<file path="config.mk">
export PLATFORM = sky130hd
export DESIGN_NAME = cfu_simd_mac_acc
export DESIGN_NICKNAME = d
export VERILOG_FILES = /design/src/rtl/cfu_simd_mac_acc.sv
export SDC_FILE = /design/constraint.sdc
export NUM_CORES = 2
export LEC_CHECK = 0
export ABC_CLOCK_PERIOD_IN_PS = 12550
export BUFFER_PORTS_ARGS = -buffer_cell sky130_fd_sc_hd__buf_2
export CAP_MARGIN = 15
export CORE_MARGIN = 2
export CORE_UTILIZATION = 51
export CTS_CLUSTER_DIAMETER = 150
export DETAILED_ROUTE_END_ITERATION = 16
export PLACE_DENSITY = 0.71
export SLEW_MARGIN = 10
export SYNTH_ARGS = -nofsm -noshare
export SYNTH_HDL_FRONTEND = slang
export SYNTH_SLANG_ARGS = --single-unit
</file>
<file path="constraint.sdc">
create_clock -name clk -period 12.55 [get_ports clk]
set_clock_uncertainty 0.15 [all_clocks]
set_input_delay 0.6275 -clock clk [delete_from_list [all_inputs] [get_ports clk]]
set_output_delay 0.6275 -clock clk [all_outputs]
set_load 0.02 [all_outputs]
</file>
<file path="src/rtl/cfu_simd_mac_acc.sv">
// int8 SIMD multiply-accumulate CFU: staged A/B operand buffers reduced into a 32-bit accumulator.
// Define CFU_MAC_SAT_EN to saturate each per-cycle accumulator update instead of wrapping.
module cfu_simd_mac_acc #(
  parameter int unsigned LANES = 8,
  parameter int unsigned LPC   = 4,
  parameter int unsigned OFF_W = 16
) (
  input  logic        clk,
  input  logic        reset_n,
  input  logic        cmd_valid,
  output logic        cmd_ready,
  input  logic [9:0]  cmd_payload_function_id,
  input  logic [31:0] cmd_payload_inputs_0,
  input  logic [31:0] cmd_payload_inputs_1,
  output logic        rsp_valid,
  input  logic        rsp_ready,
  output logic [31:0] rsp_payload_outputs_0
);

  localparam int unsigned Words  = LANES / 4;
  localparam int unsigned Chunks = LANES / LPC;
  localparam int unsigned PtrW   = (Words > 1) ? $clog2(Words) : 1;
  localparam int unsigned ChunkW = (Chunks > 1) ? $clog2(Chunks) : 1;
  localparam int unsigned LaneW  = $clog2(LANES);

  localparam logic [6:0] OpMac       = 7'd0;
  localparam logic [6:0] OpSetOffset = 7'd1;
  localparam logic [6:0] OpLoad      = 7'd2;
  localparam logic [6:0] OpReadAcc   = 7'd3;
  localparam logic [6:0] OpClear     = 7'd4;
  localparam logic [6:0] OpSetBias   = 7'd5;

  typedef enum logic [1:0] {StIdle, StBusy, StResp} state_e;

  state_e                   state_q;
  logic [31:0]              acc_q;
  logic signed [OFF_W-1:0]  offset_q;
  logic [PtrW-1:0]          ptr_q;
  logic [ChunkW-1:0]        chunk_q;
  logic [Words-1:0][31:0]   a_q;
  logic [Words-1:0][31:0]   b_q;

  logic [6:0]               funct7;
  logic [2:0]               unused_funct_lo;
  logic [LANES-1:0][7:0]    a_lanes;
  logic [LANES-1:0][7:0]    b_lanes;
  logic [LaneW-1:0]         lane_idx;
  logic signed [7:0]        a_byte;
  logic signed [7:0]        b_byte;
  logic signed [OFF_W:0]    sum_s;
  logic signed [OFF_W+8:0]  prod_s;
  logic signed [32:0]       part;
  logic signed [32:0]       acc_sum;
  logic [31:0]              acc_mac;

  assign funct7          = cmd_payload_function_id[9:3];
  assign unused_funct_lo = cmd_payload_function_id[2:0];
  assign cmd_ready       = (state_q == StIdle);
  assign a_lanes         = a_q;
  assign b_lanes         = b_q;

  // One chunk of LPC lanes per BUSY cycle, reduced in 33 bits before touching acc.
  always_comb begin
    part     = '0;
    lane_idx = '0;
    a_byte   = '0;
    b_byte   = '0;
    sum_s    = '0;
    prod_s   = '0;
    for (int l = 0; l < int'(LPC); l++) begin
      lane_idx = LaneW'(int'(chunk_q) * int'(LPC) + l);
      a_byte   = a_lanes[lane_idx];
      b_byte   = b_lanes[lane_idx];
      sum_s    = {{(OFF_W - 7){a_byte[7]}}, a_byte} + {offset_q[OFF_W-1], offset_q};
      prod_s   = sum_s * b_byte;
      part     = part + 33'(prod_s);
    end
    acc_sum = {acc_q[31], acc_q} + part;
  end

`ifdef CFU_MAC_SAT_EN
  always_comb begin
    if (acc_sum[32] != acc_sum[31]) begin
      acc_mac = acc_sum[32] ? 32'h8000_0000 : 32'h7FFF_FFFF;
    end else begin
      acc_mac = acc_sum[31:0];
    end
  end
`else
  logic unused_carry;
  assign unused_carry = acc_sum[32];
  assign acc_mac      = acc_sum[31:0];
`endif

  always_ff @(posedge clk) begin
    if (!reset_n) begin
      state_q               <= StIdle;
      rsp_valid             <= 1'b0;
      rsp_payload_outputs_0 <= '0;
      acc_q                 <= '0;
      offset_q              <= '0;
      ptr_q                 <= '0;
      chunk_q               <= '0;
      a_q                   <= '0;
      b_q                   <= '0;
    end else begin
      unique case (state_q)
        StIdle: begin
          if (cmd_valid) begin
            if (funct7 == OpMac) begin
              state_q <= StBusy;
              chunk_q <= '0;
            end else begin
              state_q   <= StResp;
              rsp_valid <= 1'b1;
              case (funct7)
                OpSetOffset: begin
                  offset_q              <= cmd_payload_inputs_0[OFF_W-1:0];
                  acc_q                 <= '0;
                  rsp_payload_outputs_0 <= '0;
                end
                OpLoad: begin
                  a_q[ptr_q]            <= cmd_payload_inputs_0;
                  b_q[ptr_q]            <= cmd_payload_inputs_1;
                  rsp_payload_outputs_0 <= 32'(ptr_q);
                  ptr_q <= (ptr_q == PtrW'(Words - 1)) ? '0 : ptr_q + 1'b1;
                end
                OpReadAcc: rsp_payload_outputs_0 <= acc_q;
                OpClear: begin
                  rsp_payload_outputs_0 <= acc_q;
                  acc_q                 <= '0;
                  ptr_q                 <= '0;
                end
                OpSetBias: begin
                  acc_q                 <= cmd_payload_inputs_0;
                  rsp_payload_outputs_0 <= cmd_payload_inputs_0;
                end
                default: rsp_payload_outputs_0 <= '0;
              endcase
            end
          end
        end
        StBusy: begin
          acc_q <= acc_mac;
          if (chunk_q == ChunkW'(Chunks - 1)) begin
            state_q               <= StResp;
            rsp_valid             <= 1'b1;
            rsp_payload_outputs_0 <= acc_mac;
            chunk_q               <= '0;
          end else begin
            chunk_q <= chunk_q + 1'b1;
          end
        end
        StResp: begin
          if (rsp_ready) begin
            state_q   <= StIdle;
            rsp_valid <= 1'b0;
          end
        end
        default: state_q <= StIdle;
      endcase
    end
  end

endmodule

</file>
-- After elaboration in Yosys (flattened, before gate mapping)
Cells that the tools add are included.
- register bits after elaboration: 213
- input port bits: 78
- output and inout bits: 34
- word-level logic and storage cells: 109
- $add $sub $neg: 13
- $mul: 4
- magnitude comparators: 6
- equal/unequal tests: 13
- muxes and demuxes: 45
- bitwise gates (word level): 1
- reduce and logical (&&, ||, !) cells: 16
- operators by type and width (kind ; number):
    $mux W32 ; 6
    $pmux W32 S2 ; 3
    $bmux W8 S3 ; 6
    $bwmux W64 ; 2
    $mul A17 B8 Y25 ; 4
    $pmux W32 S3 ; 1
    $mux W8 ; 10
    $add A8 B16 Y17 ; 4
    $add A32 B28 Y32 ; 1
    $demux W32 S1 ; 1
    $add A27 B25 Y28 ; 1
    $add A26 B25 Y27 ; 1
    $add A25 B25 Y26 ; 1
    $reduce_and A4 Y1 ; 5
    $lt A3 B4 Y1 const B ; 4
    $eq A7 B2 Y1 const B ; 2
    $eq A7 B3 Y1 const B ; 2
    $mux W1 ; 8
    $mux W2 ; 4
    $ne A2 B2 Y1 const B ; 4
    $eq A7 B1 Y1 const B ; 1
    $logic_not A7 Y1 ; 1
    $add A3 B2 Y3 const B ; 2
    $pmux W2 S3 ; 1
    18 further kinds ; 23

-- Depth between registers and ports, before layout
- depth after elaboration: 11
- depth in mapped cells: 40
- mapped depth without buffers: 35

-- Least setup slack after synthesis
Ideal clock, no wire load.
- path type: reg2reg
- start: register chunk_q
- end: register rsp_payload_outputs_0[30]
- library setup time: 0.116 ns
- arrival time: 9.979 ns
- data required time: 12.284 ns
- setup slack: 2.304 ns
- cell stages (with the launch flop): 36
- buffers on the path: 5
- clock period less this slack: 10.246 ns
- path through: dfxtp_1 -> buf_2 -> buf_2 -> buf_2 -> buf_1 -> mux2_2 -> ha_1 -> a21o_1 -> or4_1 -> o211ai_1 -> nand4b_1 -> a31oi_1 -> buf_2 -> nand2_1 -> fa_1 -> fa_1 -> inv_1 -> fa_1 -> inv_1 -> fa_1 -> inv_1 -> fa_1 -> fa_1 -> fa_1 -> inv_1 -> fa_1 -> inv_1 -> ha_1 -> o21a_1 -> and2_1 -> a311oi_1 -> o211ai_1 -> o22ai_1 -> xor2_1 -> o221ai_1 -> o211a_1
- word-level cells in the longest chain between the ends: 11
- elaborated cells between the ends (all ways): 35
- those cells by class: 11 x add/sub; 4 x mul; 1 x eq/ne; 18 x mux; 1 x reduce/logical
- RTL lines (item ; RTL line ; RTL):
    start, declared ; 39 ; logic [ChunkW-1:0] chunk_q;
    start signal, assigned ; 151 ; chunk_q <= chunk_q + 1'b1;
    $add A3 B1 Y3 ; 71 ; lane_idx = LaneW'(int'(chunk_q) * int'(LPC) + l);
    $bmux W8 S3 ; 72 ; a_byte = a_lanes[lane_idx];
    $mux W8 (implied by the code) ; 72 ;
    $add A8 B16 Y17 ; 74 ; sum_s = {{(OFF_W - 7){a_byte[7]}}, a_byte} + {offset_q[OFF_W-1], offset_q};
    $mul A17 B8 Y25 ; 75 ; prod_s = sum_s * b_byte;
    $add A25 B25 Y26 ; 76 ; part = part + 33'(prod_s);
    $add A26 B25 Y27 ; 76 ;
    $add A27 B25 Y28 ; 76 ;
    $add A32 B28 Y32 ; 78 ; acc_sum = {acc_q[31], acc_q} + part;
    $mux W32 ; 145 ; if (chunk_q == ChunkW'(Chunks - 1)) begin
    $pmux W32 S2 ; 107 ; unique case (state_q)
    end signal, assigned ; 125 ; rsp_payload_outputs_0 <= 32'(ptr_q);
    end signal, assigned ; 128 ; OpReadAcc: rsp_payload_outputs_0 <= acc_q;
    end signal, assigned ; 148 ; rsp_payload_outputs_0 <= acc_mac;
    end, declared ; 17 ; output logic [31:0] rsp_payload_outputs_0
Several ways; a longest one is shown, not always the timed one. The select of a mux whose other input is x is not followed.
A chain may end at the register's enable or synchronous reset.

-- Final worst setup path
Same ends and word-level chain as after synthesis.

==> flow_summary.yaml <==
setup_path:
  rr_worst_depth: 33
  crit_type: "flop to flop"
  worstPathArrival_ps: 11610
  reg2reg_to: "rsp_payload_outputs_0[30]"
  worst_setup_path_start_kind: "flop"
  rrSetupSlack_ps: 1220
  critical_path.max_stage_delay_ps: 820
  cp_max_fo: 34
  endpoint_kind: "flop"
  slowest_stage: "fa_1"
  required_ps: 12830
  r2r-start: "chunk_q"
  critPathMostFrequentCell: "fa_1"
power_and_ir_drop:
  powerDensity_mw_per_mm2: 42.3
  power_frac_clock_pct: 46.8
  power_mw: 1.51
  switching_share_pct: 24.3
  power_switching_uw: 367
  ir_drop_mv: 0.0928
  p_int_mw: 1.14
  combinationalPowerShare_pct: 7.3
  seq_power_share_pct: 45.9
  p_leak_nw: 17.3
floorplan:
  die_h_um: 260
  die-area_mm2: 0.0679
  initial_utilization_pct: 51.3
  die_w_um: 260
  placementRows: 94
  io_pins: 112
  fp.coreArea_mm2: 0.0654
global_routing:
  grt_util_met2_pct: 45.8
  grt_pass1_wl_um: 147000
  grt_pass1_vias: 26600
  use_met3_pct: 2.51
  grt.total_usage_pct: 27.9
  antenna_found_initial: 0
  use_met1_pct: 39.3
  grt_overflow: 0
  top_usage_layer: "met2"
  grt_max_degree: 86
detailed_routing:
  drc_errors: 0
  wl_per_cell_um: 19.3
  wirelength_um: 91100
  vias: 25900
  drt_iter0_markers: 1890
  first_pass_iters: 5
  antenna_left: 0
  avgViaCountPerCell: 5.48
clock_tree:
  clk_pin_slew_ps: 60
  post_cts_resized: 0
  post_cts_buffers: 0
  clk_path_buf_depth: 3
  clkSinkCount: 213
  cts.hold.buffers_added: 0
  cts_max_level: 1
  cts_buffers: 23
  clockRootBuffer: "clkbuf_16"
  cts_tree: "done"
  clock_latency_ps: 540
flow_run:
  drv_cap: 0
logic_synthesis:
  synthesis.instances: 3807
  synthTopCellsByArea: "fa_1, dfxtp_1, inv_1"
  ys_seq_area_share_pct: 12.7
  synth_fp_nets: 4743
  syn_area_per_cell_um2: 8.81
  synth_top_cell_by_area: "fa_1"
  synthDominantCellAreaShare_pct: 39.9
  synth.distinct_cells: 75
  synth.cell_area_mm2: 0.0335
  ys_seq_elements: 213
  synth-edff-count: 0
  async_flop_share_pct: 0
  synthFlopType: "dfxtp_1"
  yosys_warnings: 0
cells_and_area:
  drive_above_1_share_pct: 7.20
  n_antenna_cell: 0
  mostFrequentLayoutCell: "inv_1"
  area_growth_pct: 6.44
  final_nets: 4782
  layout_common_cells: "inv_1, fa_1, nand2_1"
  nFillCells: 6040
timing:
  max-slew-margin-rel_pct: 16.2
  rsz0062_at_grt: "no"
  slew_viol_final: 0
  finalSetupTns_ps: 0
  fin_ws_ps: 1220
  period_share_pct: 90.3
  max_freq_mhz: 88.3
  setup_viol_count_final: 0
  period_minus_slack_ps: 11330
  worst_pin_slew_ps: 1220
  finalHoldViolCount: 0
hold_path:
  whs_endpoint: "b_lanes[51]"
  hold_start: "cmd_payload_inputs_1[19]"
  whs_path_depth: 3
  min_path_type: "input pin to flop"
place:
  dp_hpwl_um: 77600
  routabilityCongestion: 0.945
  dpl_worst_slack_ps: 1320
  io_buffers: 108
outcome:
  status: "finished clean"
-- sequential cells by signal, summed over array words and instances, names as in the netlist --
name and flops:
a_lanes 64, b_lanes 64, acc_q 32, rsp_payload_outputs_0 32
offset_q 16, state_q 2, chunk_q 1, ptr_q 1
rsp_valid 1
-- routing by layer --
layer,vias to the layer above,routed length (um)
met1,13100,40000
li1,11800,-
met5,-,0
met4,0,3200
met3,147,5430
met2,855,42400
-- critical path: cells and delay by family, from the launching register on --
family	cells	cell delay, ps
simple gates	5	1090
xor+xnor	1	270
flops	1	670
buf+inv	5	390
mux	1	470
compound gates	10	2500
fa+ha+maj	11	5640
-- Yosys cell counts (20+ instances only) --
cell type	number
a21o_1	31
a21oi_1	248
a22o_1	24
a31oi_1	43
and2_1	70
buf_2	25
clkbuf_1	89
dfxtp_1	213
fa_1	669
ha_1	189
inv_1	759
mux2_2	58
mux2i_1	41
nand2_1	628
nand2b_1	30
nor2_1	220
nor2b_1	35
o21a_1	20
o21ai_0	113
xnor2_1	70
xor2_1	36
-- metrics by stage --
stage / utilization (%) / std cells / hold slack, ps / area [um^2]
finish: 54.6 / 4726 / 182 / 35700
global route: 54.6 / 4726 / 180 / 35700
CTS: 54.6 / 4726 / 170 / 35700
global placement: 53.4 / 4685 / 284 / 34900
detailed placement: 53.4 / 4685 / 290 / 34900
floorplan: - / 3807 / 278 / 33500
-- final cells by class --
type	count	area, um^2	share of cell area (%)
Multi-Input combinational cell	2710	26000	72.7
Sequential cell	213	4270	12.0
Inverter	762	2860	8.02
Tap cell	864	1080	3.03
Timing Repair Buffer	136	751	2.10
Clock buffer	36	694	1.94
Clock inverter	5	92.6	0.259
-- power by group through the flow --
stage                     Combinational, mW  Clock (mW)  Sequential (mW)
final                                 0.110       0.707            0.692
after global routing                  0.119       0.744            0.693
after CTS                             0.110       0.715            0.692
after detailed placement              0.109           0            0.707
after global placement                0.109           0            0.707
after floorplan                      0.0511           0            0.713
-- logic make-up (layout without fill, tap and decap cells) --
group                    count (synthesis)  count (layout)  share of synthesized area [%]
XOR/XNOR                               108             108                           2.86
AO/OA/AOI/OAI                          572             572                           10.5
adder cells (fa/ha/maj)                858             858                           47.0
AND/OR/NAND/NOR                       1073            1073                           13.8
multiplexers                            99              99                           3.17
flip-flops                             213             213                           12.7
buffers and inverters                  884             939                           9.99
-- how the worst max path moves through the flow --
stage,startpoint,to,slack [ps],cells past startpoint
final,chunk_q,rsp_payload_outputs_0[30],1220,33
after global routing,chunk_q,rsp_payload_outputs_0[30],690,33
after CTS,chunk_q,rsp_payload_outputs_0[30],1300,33
after detailed placement,chunk_q,rsp_payload_outputs_0[30],1320,33
after global placement,chunk_q,rsp_payload_outputs_0[30],1420,33
after floorplan,chunk_q,rsp_payload_outputs_0[30],2300,35
Power figures use the tool's default switching activity.
